$ cat src/rtl/keyboard_char_ctrl.sv
// PS/2 scancode to character controller: decodes make/break/extended prefixes, tracks shift and
// language state, sequences a registered-address scancode ROM and queues characters in a FIFO.
module keyboard_char_ctrl #(
  parameter int         FIFO_DEPTH = 4,
  parameter logic [7:0] LANG_KEY   = 8'h0E,
  parameter bit         REPEAT_EN  = 1'b1
) (
  input  logic       clk,
  input  logic       reset_n,
  input  logic       rx_done_tick,
  input  logic [7:0] rx_data,
  output logic [9:0] rom_addr,
  input  logic [7:0] rom_data,
  output logic [7:0] char_data,
  output logic       char_valid,
  input  logic       char_ready,
  output logic       lang,
  output logic       shift,
  output logic       overflow,
  output logic [7:0] drop_count
);

  localparam int AW = (FIFO_DEPTH > 1) ? $clog2(FIFO_DEPTH) : 1;
  localparam logic [AW:0] FULL_CNT = (AW+1)'(FIFO_DEPTH);

  typedef enum logic [2:0] {IDLE, BRK, EXT, EXT_BRK, WAIT, CAPT} state_t;

  state_t      state, state_nxt;
  logic        lshift, rshift;
  logic [7:0]  last_key;
  logic        do_lookup, set_ls, set_rs, clr_ls, clr_rs, tog_lang, clr_last;
  logic        byte_drop, push_req;

  logic [7:0]  mem [FIFO_DEPTH];
  logic [AW-1:0] wr_ptr, rd_ptr;
  logic [AW:0] count;
  logic        full, pop, push_ok, ovf;
  logic [1:0]  drop_inc;
  logic [8:0]  drop_sum;

  assign shift      = lshift | rshift;
  assign char_valid = (count != '0);
  assign char_data  = mem[rd_ptr];
  assign full       = (count == FULL_CNT);
  assign pop        = char_valid & char_ready;
  assign push_ok    = push_req & (~full | pop);
  assign ovf        = push_req & full & ~pop;
  assign drop_inc   = {1'b0, byte_drop} + {1'b0, ovf};
  assign drop_sum   = {1'b0, drop_count} + {7'b0, drop_inc};

  always_ff @(posedge clk or negedge reset_n) begin
    if (!reset_n) state <= IDLE;
    else          state <= state_nxt;
  end

  // Bytes arriving while a lookup is in flight are dropped rather than queued.
  always_comb begin
    state_nxt = state;
    do_lookup = 1'b0;
    set_ls    = 1'b0;
    set_rs    = 1'b0;
    clr_ls    = 1'b0;
    clr_rs    = 1'b0;
    tog_lang  = 1'b0;
    clr_last  = 1'b0;
    byte_drop = 1'b0;
    push_req  = 1'b0;
    case (state)
      IDLE: begin
        if (rx_done_tick) begin
          if (rx_data == 8'hF0)                          state_nxt = BRK;
          else if (rx_data == 8'hE0)                     state_nxt = EXT;
          else if (rx_data == 8'h12)                     set_ls    = 1'b1;
          else if (rx_data == 8'h59)                     set_rs    = 1'b1;
          else if (rx_data == LANG_KEY)                  tog_lang  = 1'b1;
          else if (REPEAT_EN || (rx_data != last_key)) begin
            do_lookup = 1'b1;
            state_nxt = WAIT;
          end
        end
      end
      BRK: begin
        if (rx_done_tick) begin
          clr_ls    = (rx_data == 8'h12);
          clr_rs    = (rx_data == 8'h59);
          clr_last  = (rx_data == last_key);
          state_nxt = IDLE;
        end
      end
      EXT: begin
        if (rx_done_tick) state_nxt = (rx_data == 8'hF0) ? EXT_BRK : IDLE;
      end
      EXT_BRK: begin
        if (rx_done_tick) state_nxt = IDLE;
      end
      WAIT: begin
        byte_drop = rx_done_tick;
        state_nxt = CAPT;
      end
      CAPT: begin
        byte_drop = rx_done_tick;
        push_req  = (rom_data != 8'h00);
        state_nxt = IDLE;
      end
      default: state_nxt = IDLE;
    endcase
  end

  always_ff @(posedge clk or negedge reset_n) begin
    if (!reset_n) begin
      rom_addr <= '0;
      lshift   <= 1'b0;
      rshift   <= 1'b0;
      lang     <= 1'b0;
      last_key <= '0;
    end else begin
      if (do_lookup) begin
        rom_addr <= {lang, shift, rx_data};
        last_key <= rx_data;
      end else if (clr_last) begin
        last_key <= '0;
      end
      if (set_ls)        lshift <= 1'b1;
      else if (clr_ls)   lshift <= 1'b0;
      if (set_rs)        rshift <= 1'b1;
      else if (clr_rs)   rshift <= 1'b0;
      if (tog_lang)      lang   <= ~lang;
    end
  end

  always_ff @(posedge clk or negedge reset_n) begin
    if (!reset_n) begin
      for (int i = 0; i < FIFO_DEPTH; i++) mem[i] <= '0;
      wr_ptr     <= '0;
      rd_ptr     <= '0;
      count      <= '0;
      overflow   <= 1'b0;
      drop_count <= '0;
    end else begin
      if (push_ok) begin
        mem[wr_ptr] <= rom_data;
        wr_ptr      <= wr_ptr + AW'(1);
      end
      if (pop) rd_ptr <= rd_ptr + AW'(1);
      case ({push_ok, pop})
        2'b10:   count <= count + (AW+1)'(1);
        2'b01:   count <= count - (AW+1)'(1);
        default: count <= count;
      endcase
      overflow   <= ovf;
      drop_count <= drop_sum[8] ? 8'hFF : drop_sum[7:0];
    end
  end

endmodule

$ cat config.mk
export PLATFORM = sky130hd
export DESIGN_NAME = keyboard_char_ctrl
export DESIGN_NICKNAME = d
export VERILOG_FILES = /design/src/rtl/keyboard_char_ctrl.sv
export SDC_FILE = /design/constraint.sdc
export NUM_CORES = 1
export LEC_CHECK = 0
export CORE_MARGIN = 3
export CORE_UTILIZATION = 50
export DETAILED_ROUTE_END_ITERATION = 8
export PLACE_DENSITY_LB_ADDON = 0.08
export SLEW_MARGIN = 20
export SYNTH_ARGS = -nofsm -noshare
export SYNTH_HDL_FRONTEND = slang
export SYNTH_SLANG_ARGS = --single-unit
$ cat constraint.sdc
create_clock -name clk -period 2.73 [get_ports clk]
set_input_delay 0.273 -clock clk [delete_from_list [all_inputs] [get_ports clk]]
set_output_delay 0.273 -clock clk [all_outputs]
set_load 0.005 [all_outputs]
* Word level (Yosys, flattened, before mapping)
Index checks and enable logic that the tools add are counted.
Storage, ports and cells: register bits 64, latch bits 0, bits in writable memories 0, ROM bits 0, output and inout port bits 30, memories 0
Operators by class: add/subtract/negate cells 6, multipliers 0, divide/modulo/power cells 0, $lt $le $gt $ge 3, equality and inequality tests 19, shifts and indexed selects 0, muxes and demuxes 53, bitwise operators 11, reductions and logical operators 10
Operators by type and width (count):
- $mux W1 | 35
- $bwmux W32 | 1
- $mux W8 | 4
- $mux W3 | 8
- $bmux W8 S2 | 1
- $demux W8 S2 | 1
- $eq A8 B8 Y1 const B | 2
- $ne A4 B4 Y1 const B | 3
- $pmux W3 S4 | 1
- $add A8 B2 Y9 | 1
- $eq A3 B3 Y1 const B | 3
- $eq A8 B4 Y1 const B | 1
- $eq A8 B5 Y1 const B | 1
- $eq A8 B7 Y1 const B | 1
- $reduce_bool A8 Y1 | 1
- $eq A3 B2 Y1 const B | 2
- $ge A3 B3 Y1 const B | 2
- $not A2 Y3 | 2
- $pmux W3 S2 | 1
- $reduce_and A6 Y1 | 1
- $reduce_bool A2 Y1 | 3
- $add A2 B1 Y2 const B | 2
- $and A1 B1 Y1 | 4
- $ne A2 B2 Y1 const B | 2
- other kinds (15) | 19

* Longest topological paths before layout
Gate-level depths: netlist of run 1.
word-level depth 8, depth in mapped cells 10

* Worst setup path before layout of run 1
Ideal clock, no wire load.
path kind in2reg, start point in rom_data[1], end point reg drop_count[5], setup time 134 ps, arrival time 2048 ps, setup slack 549 ps, cell stages on the path 9, buffers on the path 0, path through nor4_2 -> a21oi_1 -> and2_1 -> fa_1 -> ha_1 -> nand2_1 -> nor2_1 -> nand3_1 -> o21ai_0
On the way: cells in the longest elaborated chain, start to end 7
RTL lines:
- start, declared | line 13 | input logic [7:0] rom_data,
- $reduce_bool A8 Y1 | line 102 | push_req = (rom_data != 8'h00);
- $mux W1 | line 68 | case (state)
- $and A1 B1 Y1 (2 in series) | line 47 | assign ovf = push_req & full & ~pop;
- via ovf | line 37 | logic full, pop, push_ok, ovf;
- $add A1 B1 Y2 | line 48 | assign drop_inc = {1'b0, byte_drop} + {1'b0, ovf};
- $add A8 B2 Y9 | line 49 | assign drop_sum = {1'b0, drop_count} + {7'b0, drop_inc};
- $mux W8 | line 151 | drop_count <= drop_sum[8] ? 8'hFF : drop_sum[7:0];
- end signal, assigned | line 151
- end, declared | line 20 | output logic [7:0] drop_count
The timed path passes the listed nets, and every way through them passes these cells. A chain may end at the register's enable or synchronous reset.

* Final worst setup path of run 1
Ends and elaborated chain as after synthesis.

==> results of run 1 <==
[through the flow]
step                hold WS (ns)   util  TNS (ns)
detailed placement         0.399  0.650   -0.0817
global route              0.0697  0.689         0
floorplan                -0.0226      -         0
finish                    0.0216  0.689         0
global placement           0.399  0.650         0
CTS                       0.0296  0.689         0
[per-layer routing]
| layer | GRT usage | share of wire |
|---|---|---|
| met1 | 0.232 | 0.46 |
| met2 | 0.313 | 0.50 |
| met3 | 0.0533 | 0.040 |
| met4 | 0.0526 | 0.0069 |
| met5 | 0 | 0 |
[layout make-up]
type	count	area, um2
clock buffer	12	155
clock inverter	3	65.1
fill	416	1770
inverter	7	26.3
multi-input combinational	142	1380
sequential	64	1600
tap	72	90.1
timing repair buffer	63	591
[path summary, 6_finish.rpt]
path,endpoint,depth (start not counted)
worst max register to register,drop_count[5]$_DFF_PN0_,9
max in group asynchronous,state[2]$_DFFE_PN0P_,2
worst min register to register,lang$_DFFE_PN0P_,1
worst max-delay path,drop_count[5]$_DFF_PN0_,10
worst min-delay path,mem[16]$_DFFE_PN0P_,1
min in group clk,lang$_DFFE_PN0P_,1
[where the power goes]
group	internal (uW)	leakage [uW]	switching [uW]	total [uW]
sequential	1350	0.000779	331	1680
clock	558	0.000112	343	901
combinational	1090	0.000868	540	1630
[cell families after synthesis]
| logic type | share of synthesized area |
|---|---|
| AO/OA/AOI/OAI | 0.0404 |
| XOR/XNOR | 0.0260 |
| adder cells (fa/ha/maj) | 0.0338 |
| buffers and inverters | 0.0181 |
| flip-flops | 0.527 |
| multiplexers | 0.234 |
| AND/OR/NAND/NOR | 0.121 |
[critical path, stage by stage]
cell and delay (ns):
clkdlybuf4s50_1 0.49, nor4_2 0.36, a21oi_1 0.15, and2_1 0.22
fa_1 0.42, ha_1 0.24, nand2_1 0.10, nor2_1 0.06
nand3_1 0.20, o21ai_0 0.12
[sequential cells by signal (all words and copies together) (netlist names)]
signal,count
overflow,1
count,3
drop_count,8
wr_ptr,2
lshift,1
rd_ptr,2
lang,1
state,3
rshift,1
mem,32
rom_addr,10
[cells in the final DEF, fill, tap and decap left out, drive strengths merged, types with 3 or more instances in the layout]
cell and count:
o21ai 3, nor2 7, mux4 8, mux2 43, mux2i 3, nand3 4, nand4 3, nor4 3
nand2 14, nand2b 6, dfrtp 64, nor3 3, ha 5, inv 7, a21oi 3, xnor2 7
clkdlybuf4s50 48, buf 15, clkbuf 12
==> flow_summary.json, run 1 <==
{
  "crit_arrival_ns": 2.64,
  "setup_viol": 0,
  "synth_area_leaders": "dfrtp_1 (53%), mux2_2 (14%), mux4_2 (5.9%), ha_1 (2.1%), xnor2_1 (2.0%)",
  "drtAntennaViolNets": 0,
  "hold_buffers": 0,
  "fmax_mhz": 412,
  "grt_pass1_vias": 2138,
  "setup_ws_ns": 0.300,
  "core_um2": 5680,
  "critical_path_required_ns": 2.94,
  "dr.pass1.iters": 4,
  "post-route-period-util": 0.890,
  "gp_congestion": 0.818,
  "h-tree-depth": 3,
  "syn2layout_area_growth_pct": 28.7,
  "cts_buffer_depth": 2,
  "cts.clk_slew.worst_paths_ns": 0.07,
  "cp_max_fo": 6,
  "ys_seq_area_frac": 0.527,
  "ys_warn_count": 0,
  "final_hold_viol_count": 0,
  "die_y_um": 83.9,
  "fin_skew_ns": 0.00924,
  "rsz0062_at_grt": "false",
  "crit_start": "rom_data[1]",
  "cts_tree": "yes",
  "yosys.cell_count.top_type": "dfrtp_1",
  "track_usage": 0.185,
  "dp_hpwl_mm": 4.20,
  "start_util": 0.535,
  "grt_max_degree": 35,
  "portBuffers": 49,
  "yosys.area.top_type": "dfrtp_1",
  "antennaDiodeCount": 0,
  "ios": 50,
  "min_path_type": "in2async",
  "cts_sinks": 64,
  "die_area_um2": 7040,
  "synth-async-reset-ratio": 1.00,
  "ys_ff_latch": 64,
  "clkLatencyLatePin_ns": 0.34,
  "p_leak_uw": 0.00176,
  "worstReg2RegStart": "state[0]$_DFFE_PN0P_",
  "regToRegSetupSlack_ns": 0.49,
  "critPathLaunchType": "input pin",
  "drc_errors": 0,
  "synth_ff_type": "dfrtp_1",
  "end_kind": "flip-flop",
  "cts_setup_buffers": 0,
  "routed_via_density": 5.35,
  "dp_cells": 348,
  "outcome": "finished clean",
  "totalWireLength_mm": 5.97,
  "rows": 27,
  "dp_slack_ns": -0.0645,
  "irDropWorstVdd_mv": 0.565,
  "first_iter_violations": 48,
  "drv_cap": 0,
  "cts_root_buf": "clkbuf_8",
  "netlist-cell-type-count": 45,
  "syn-cell-area_um2": 3040,
  "total_power_uw": 4220,
  "antenna_found_initial": 0,
  "overflow": 0,
  "yosys.area.top_type_share": 0.527,
  "vias": 1943,
  "max_slew_margin": 0.468,
  "synth_edf_count": 0,
  "drv_slew": 0,
  "power_density_nw_per_um2": 1080,
  "final_area_um2": 3910,
  "wl_per_cell_um": 16.5,
  "fin_crit_ns": 2.43,
  "synth.net_count": 245,
  "grt_pass1_wl_mm": 10.3,
  "final_cells": 363,
  "cts_inserted_buffers": 9,
  "syn_avg_cell_area_um2": 13.9,
  "path_class": "in2reg",
  "nets": 314,
  "drive_gt1_frac": 0.296,
  "synth_common_cells": "dfrtp_1 (64), mux2_2 (37), nand2_1 (10)",
  "tightest_slew_ns": 0.798,
  "placed_area_um2": 3690,
  "synth_cells": 218,
  "chipWidth_um": 83.9,
  "ctsResizeCount": 0
}
No activity file was read; power rests on OpenSTA's default activity.
==> run 2, diff against run 1 <==
- CELL_PAD_IN_SITES_DETAIL_PLACEMENT: unset -> 1
- CELL_PAD_IN_SITES_GLOBAL_PLACEMENT: unset -> 2
- CORE_UTILIZATION: 50 -> 37
==> run 2 against run 1 <==
- die area rose by 32%
- sequential cell count stayed put
- cell count up 9.9%
- cell area increased by 2.4%
- sequential share of layout area decreased by 0.96 points
- first-iteration DRC count fell by 27%
- clock-buffer cell count down 2
==> flow_summary.json, run 2 (synthesis results as in run 1) <==
{
  "final_area_um2": 4000,
  "end_kind": "flip-flop",
  "syn2layout_area_growth_pct": 31.8,
  "cts_sinks": 64,
  "drive_gt1_frac": 0.313,
  "totalWireLength_mm": 6.49,
  "placed_area_um2": 3760,
  "cp_max_fo": 6,
  "top_regs": "mem (32), rom_addr (10), drop_count (8)",
  "h-tree-depth": 3,
  "critPathLaunchType": "input pin",
  "fin_crit_ns": 2.44,
  "die_area_um2": 9330,
  "post-route-period-util": 0.895,
  "start_util": 0.387,
  "irDropWorstVdd_mv": 0.604,
  "dp_hpwl_mm": 4.68,
  "ios": 50,
  "cts_buffer_depth": 2,
  "drv_slew": 0,
  "regToRegSetupSlack_ns": 0.54,
  "drtAntennaViolNets": 0,
  "cts_tree": "yes",
  "vias": 2026,
  "track_usage": 0.157,
  "worstReg2RegStart": "state[1]$_DFFE_PN0P_",
  "grt_pass1_vias": 2138,
  "outcome": "finished clean",
  "drc_errors": 0,
  "p_leak_uw": 0.00178,
  "fillerInstances": 814,
  "path_class": "in2reg",
  "max_slew_margin": 0.472,
  "cts_inserted_buffers": 9,
  "routed_via_density": 5.08,
  "critical_path_required_ns": 2.95,
  "core_um2": 7850,
  "setup_viol": 0,
  "setup_ws_ns": 0.288,
  "fin_skew_ns": 0.00670,
  "cts_root_buf": "clkbuf_8",
  "wl_per_cell_um": 16.3,
  "regMostFlops": "mem",
  "rsz0062_at_grt": "false",
  "rows": 32,
  "total_power_uw": 4280,
  "final_common_cell": "dfrtp_1",
  "dp_slack_ns": -0.173,
  "antennaDiodeCount": 0,
  "die_y_um": 96.6,
  "gp_congestion": 0.698,
  "overflow": 0,
  "multiInputGateArea_um2": 1390,
  "fmax_mhz": 409,
  "largest_reg_flops": 32,
  "grt_max_degree": 36,
  "portBuffers": 49,
  "worstRegToRegCells": 9,
  "cts.clk_slew.worst_paths_ns": 0.08,
  "min_path_type": "in2async",
  "final_hold_viol_count": 0,
  "chipWidth_um": 96.6,
  "nets": 319,
  "tightest_slew_ns": 0.792,
  "regArea_um2": 1600,
  "grt_pass1_wl_mm": 10.8,
  "final_cell_mix": "dfrtp_1 (64), clkdlybuf4s50_1 (48), mux2_2 (37), buf_4 (19)",
  "clkLatencyLatePin_ns": 0.34,
  "drv_cap": 0,
  "reg2reg_to": "drop_count[5]$_DFF_PN0_",
  "power_density_nw_per_um2": 1070,
  "first_iter_violations": 35,
  "crit_arrival_ns": 2.66,
  "antenna_found_initial": 0,
  "dr.pass1.iters": 4
}
==> run 2: layout make-up <==
type                       count  share of cell area
sequential                    64               0.400
multi-input combinational    142               0.347
timing repair buffer          68               0.157
clock buffer                  10              0.0344
tap                          102              0.0319
clock inverter                 6              0.0231
inverter                       7             0.00656
==> run 2: critical path: stages <==
cell and delay (ns):
clkdlybuf4s50_1 0.49, nor4_2 0.40, a21oi_1 0.14, and2_1 0.22, fa_1 0.42, ha_1 0.23, nand2_1 0.10, nor2_1 0.06
nand3_1 0.20, o21ai_0 0.13
==> run 2: repair_timing <==
item	4_1_cts	5_1_grt
endpoints found under the setup margin	0	1
setup buffers	0	0
resized for setup	0	1
hold buffers	0	0
==> run 2: how the worst max path moves through the flow <==
stage / slack, ns / end / cells past startpoint / from
finish: 0.29 / drop_count[5]$_DFF_PN0_ / 10 / rom_data[5]
floorplan: 0.55 / drop_count[5]$_DFF_PN0_ / 9 / rom_data[1]
global route: 0.07 / drop_count[5]$_DFF_PN0_ / 10 / rom_data[5]
global placement: -0.09 / drop_count[5]$_DFF_PN0_ / 10 / rom_data[1]
CTS: 0.20 / drop_count[5]$_DFF_PN0_ / 10 / rom_data[1]
detailed placement: -0.17 / drop_count[5]$_DFF_PN0_ / 10 / rom_data[1]
==> run 2: where the power goes <==
part / switching [uW] / internal [uW]
Sequential: 297 / 1350
Clock: 392 / 542
Combinational: 589 / 1110
==> run 2: through the flow <==
| step | TNS, ns | utilization | hold WS [ns] | cells |
|---|---|---|---|---|
| after floorplan | 0 | - | -0.0226 | 218 |
| after global placement | -0.318 | 0.480 | 0.400 | 383 |
| after detailed placement | -0.811 | 0.480 | 0.399 | 383 |
| after CTS | 0 | 0.509 | 0.0214 | 399 |
| after global routing | 0 | 0.510 | 0.0665 | 399 |
| final | 0 | 0.510 | 0.00890 | 399 |
==> run 2: per-layer routing <==
| layer | up-vias | GRT usage | part of all wire |
|---|---|---|---|
| met5 | - | 0 | 0 |
| met4 | 0 | 0.0701 | 0.017 |
| met3 | 9 | 0.0333 | 0.030 |
| met2 | 31 | 0.232 | 0.47 |
| met1 | 1044 | 0.221 | 0.49 |
| li1 | 942 | - | - |
==> run 3, diff against run 2 <==
- CORE_UTILIZATION: 37 -> 43
- CTS_CLUSTER_SIZE: unset -> 16
- DONT_BUFFER_PORTS: unset -> 1
- GPL_ROUTABILITY_DRIVEN: unset -> 0
==> run 3 against run 2 <==
- sequential cell count is the same
- clock-buffer cell count grew 3
- via count shrank 12%
- sequential power grew 5%
- first-iteration DRC count grew 83%
- worst hold slack gained 0.070 ns
- cell area shrank 15%
- clock power grew 1%
- critical path depth shrank 1
- cell count shrank 19%
- clock skew grew 0.0025 ns
- register-to-register slack lost 0.10 ns
- highest routed layer unchanged
==> flow_summary.json, run 3 (synthesis results as in run 1) <==
{
  "outcome": "finished clean",
  "grt_pass1_wl_mm": 10.3,
  "fillerInstances": 657,
  "tightest_slew_ns": 0.633,
  "first_iter_violations": 64,
  "track_usage": 0.159,
  "final_hold_viol_count": 0,
  "fin_tns_setup_ns": 0,
  "totalWireLength_mm": 6.11,
  "drv_slew": 0,
  "cts_sinks": 64,
  "drv_cap": 0,
  "p_sw_uw": 1170,
  "intPower_uw": 2660,
  "rsz0062_at_grt": "false",
  "antenna_found_initial": 0,
  "top_regs": "mem (32), rom_addr (10), drop_count (8)",
  "ctsResizeCount": 0,
  "core_um2": 6600,
  "fin_crit_ns": 2.29,
  "final_cell_mix": "dfrtp_1 (64), mux2_2 (37), clkbuf_8 (13), nand2_1 (10), mux4_2 (8)",
  "drive_gt1_frac": 0.320,
  "total_power_uw": 3830,
  "antennaDiodeCount": 0,
  "syn2layout_area_growth_pct": 12.2,
  "chipWidth_um": 90.0,
  "cts_buffer_depth": 2,
  "multiInputGateArea_um2": 1380,
  "p_clk_frac": 0.247,
  "cts_tree": "yes",
  "setup_viol": 0,
  "dp_hpwl_mm": 4.44,
  "regArea_um2": 1600,
  "portBuffers": 0,
  "post-route-period-util": 0.839,
  "fin_skew_ns": 0.00923,
  "h-tree-depth": 3,
  "power_frac_comb": 0.301,
  "grt_max_degree": 65,
  "fmax_mhz": 436,
  "regMostFlops": "mem",
  "power.share.switching": 0.305,
  "cts_root_buf": "clkbuf_8",
  "utilization": 0.516,
  "wl_per_cell_um": 18.9,
  "max_slew_margin": 0.577,
  "cts_inserted_buffers": 9,
  "min_path_type": "in2reg",
  "vias": 1780,
  "routed_via_density": 5.49,
  "power_density_nw_per_um2": 1120,
  "grt_pass1_vias": 2018,
  "nets": 254,
  "dr.pass1.iters": 4,
  "drtAntennaViolNets": 0,
  "cts.clk_slew.worst_paths_ns": 0.07,
  "drc_errors": 0,
  "final_common_cell": "dfrtp_1",
  "rows": 29,
  "path_class": "reg2reg",
  "die_y_um": 90.0,
  "ios": 50,
  "critical_path_required_ns": 2.97,
  "hold_slack_ns": 0.0786,
  "die_area_um2": 8110,
  "critPathLaunchType": "flip-flop",
  "start_util": 0.460,
  "overflow": 0,
  "cp_max_fo": 9,
  "p_leak_uw": 0.00153,
  "cts_setup_buffers": 0,
  "seqPwrFrac": 0.451,
  "clkLatencyLatePin_ns": 0.33,
  "irDropWorstVdd_mv": 0.455,
  "largest_reg_flops": 32,
  "end_kind": "flip-flop",
  "crit_arrival_ns": 2.53
}
-- run 3: metal layers --
| metal | track usage | vias up | routed length, um | part of all wire |
|---|---|---|---|---|
| met4 | 0.0574 | 0 | 65 | 0.011 |
| met2 | 0.268 | 41 | 3100 | 0.51 |
| met5 | 0 | - | 0 | 0 |
| met3 | 0.0426 | 8 | 314 | 0.051 |
| li1 | - | 806 | - | - |
| met1 | 0.197 | 925 | 2630 | 0.43 |
-- run 3: area by class of cell --
cell class / instances / share of cell area
inverters: 7 / 0.00771
flip-flops and latches: 64 / 0.470
multi-input cells: 142 / 0.405
repair buffers: 3 / 0.0132
clock inverters: 2 / 0.0176
clock buffers: 13 / 0.0525
well taps: 93 / 0.0341
-- run 3: path summary, 6_finish.rpt --
path | start | end | slack [ns] | depth (start not counted)
worst max-delay path | state[0]$_DFFE_PN0P_ | drop_count[5]$_DFF_PN0_ | 0.44 | 9
worst min-delay path | rom_data[2] | mem[2]$_DFFE_PN0P_ | 0.08 | 1
max in group asynchronous | reset_n | mem[7]$_DFFE_PN0P_ | 1.98 | 2
worst min register to register | mem[2]$_DFFE_PN0P_ | mem[2]$_DFFE_PN0P_ | 0.50 | 1
worst max register to register | state[0]$_DFFE_PN0P_ | drop_count[5]$_DFF_PN0_ | 0.44 | 9
min in group asynchronous | reset_n | mem[19]$_DFFE_PN0P_ | 0.49 | 2
-- run 3: power by group through the flow --
stage / registers [uW] / clock network (uW) / logic, uW
4_1_cts: 1740 / 968 / 1190
3_5_place_dp: 1760 / 0 / 1150
5_1_grt: 1800 / 1010 / 1280
3_3_place_gp: 1710 / 0 / 1080
2_1_floorplan: 1540 / 0 / 1090
6_report: 1730 / 946 / 1150
-- run 3: worst max-delay path, stage by stage (launching register included) --
cell	delay (ns)
dfrtp_1	0.53
nand3b_4	0.13
a21oi_1	0.26
and2_1	0.23
fa_1	0.20
ha_1	0.21
nand2_1	0.11
nor2_1	0.17
nand3_1	0.22
o21ai_0	0.14
-- run 3: repair_timing --
| item | CTS | global route |
|---|---|---|
| setup endpoints to repair | 0 | 0 |
| hold endpoints to repair | 64 | 0 |
| hold buffers | 2 | 0 |
-- run 3: through the flow --
stage / std cells / area, um2 / setup WS, ns
2_1_floorplan: 218 / 3040 / 0.549
3_3_place_gp: 307 / 3130 / 0.307
3_5_place_dp: 307 / 3130 / 0.168
4_1_cts: 324 / 3410 / 0.366
5_1_grt: 324 / 3410 / 0.147
6_report: 324 / 3410 / 0.439
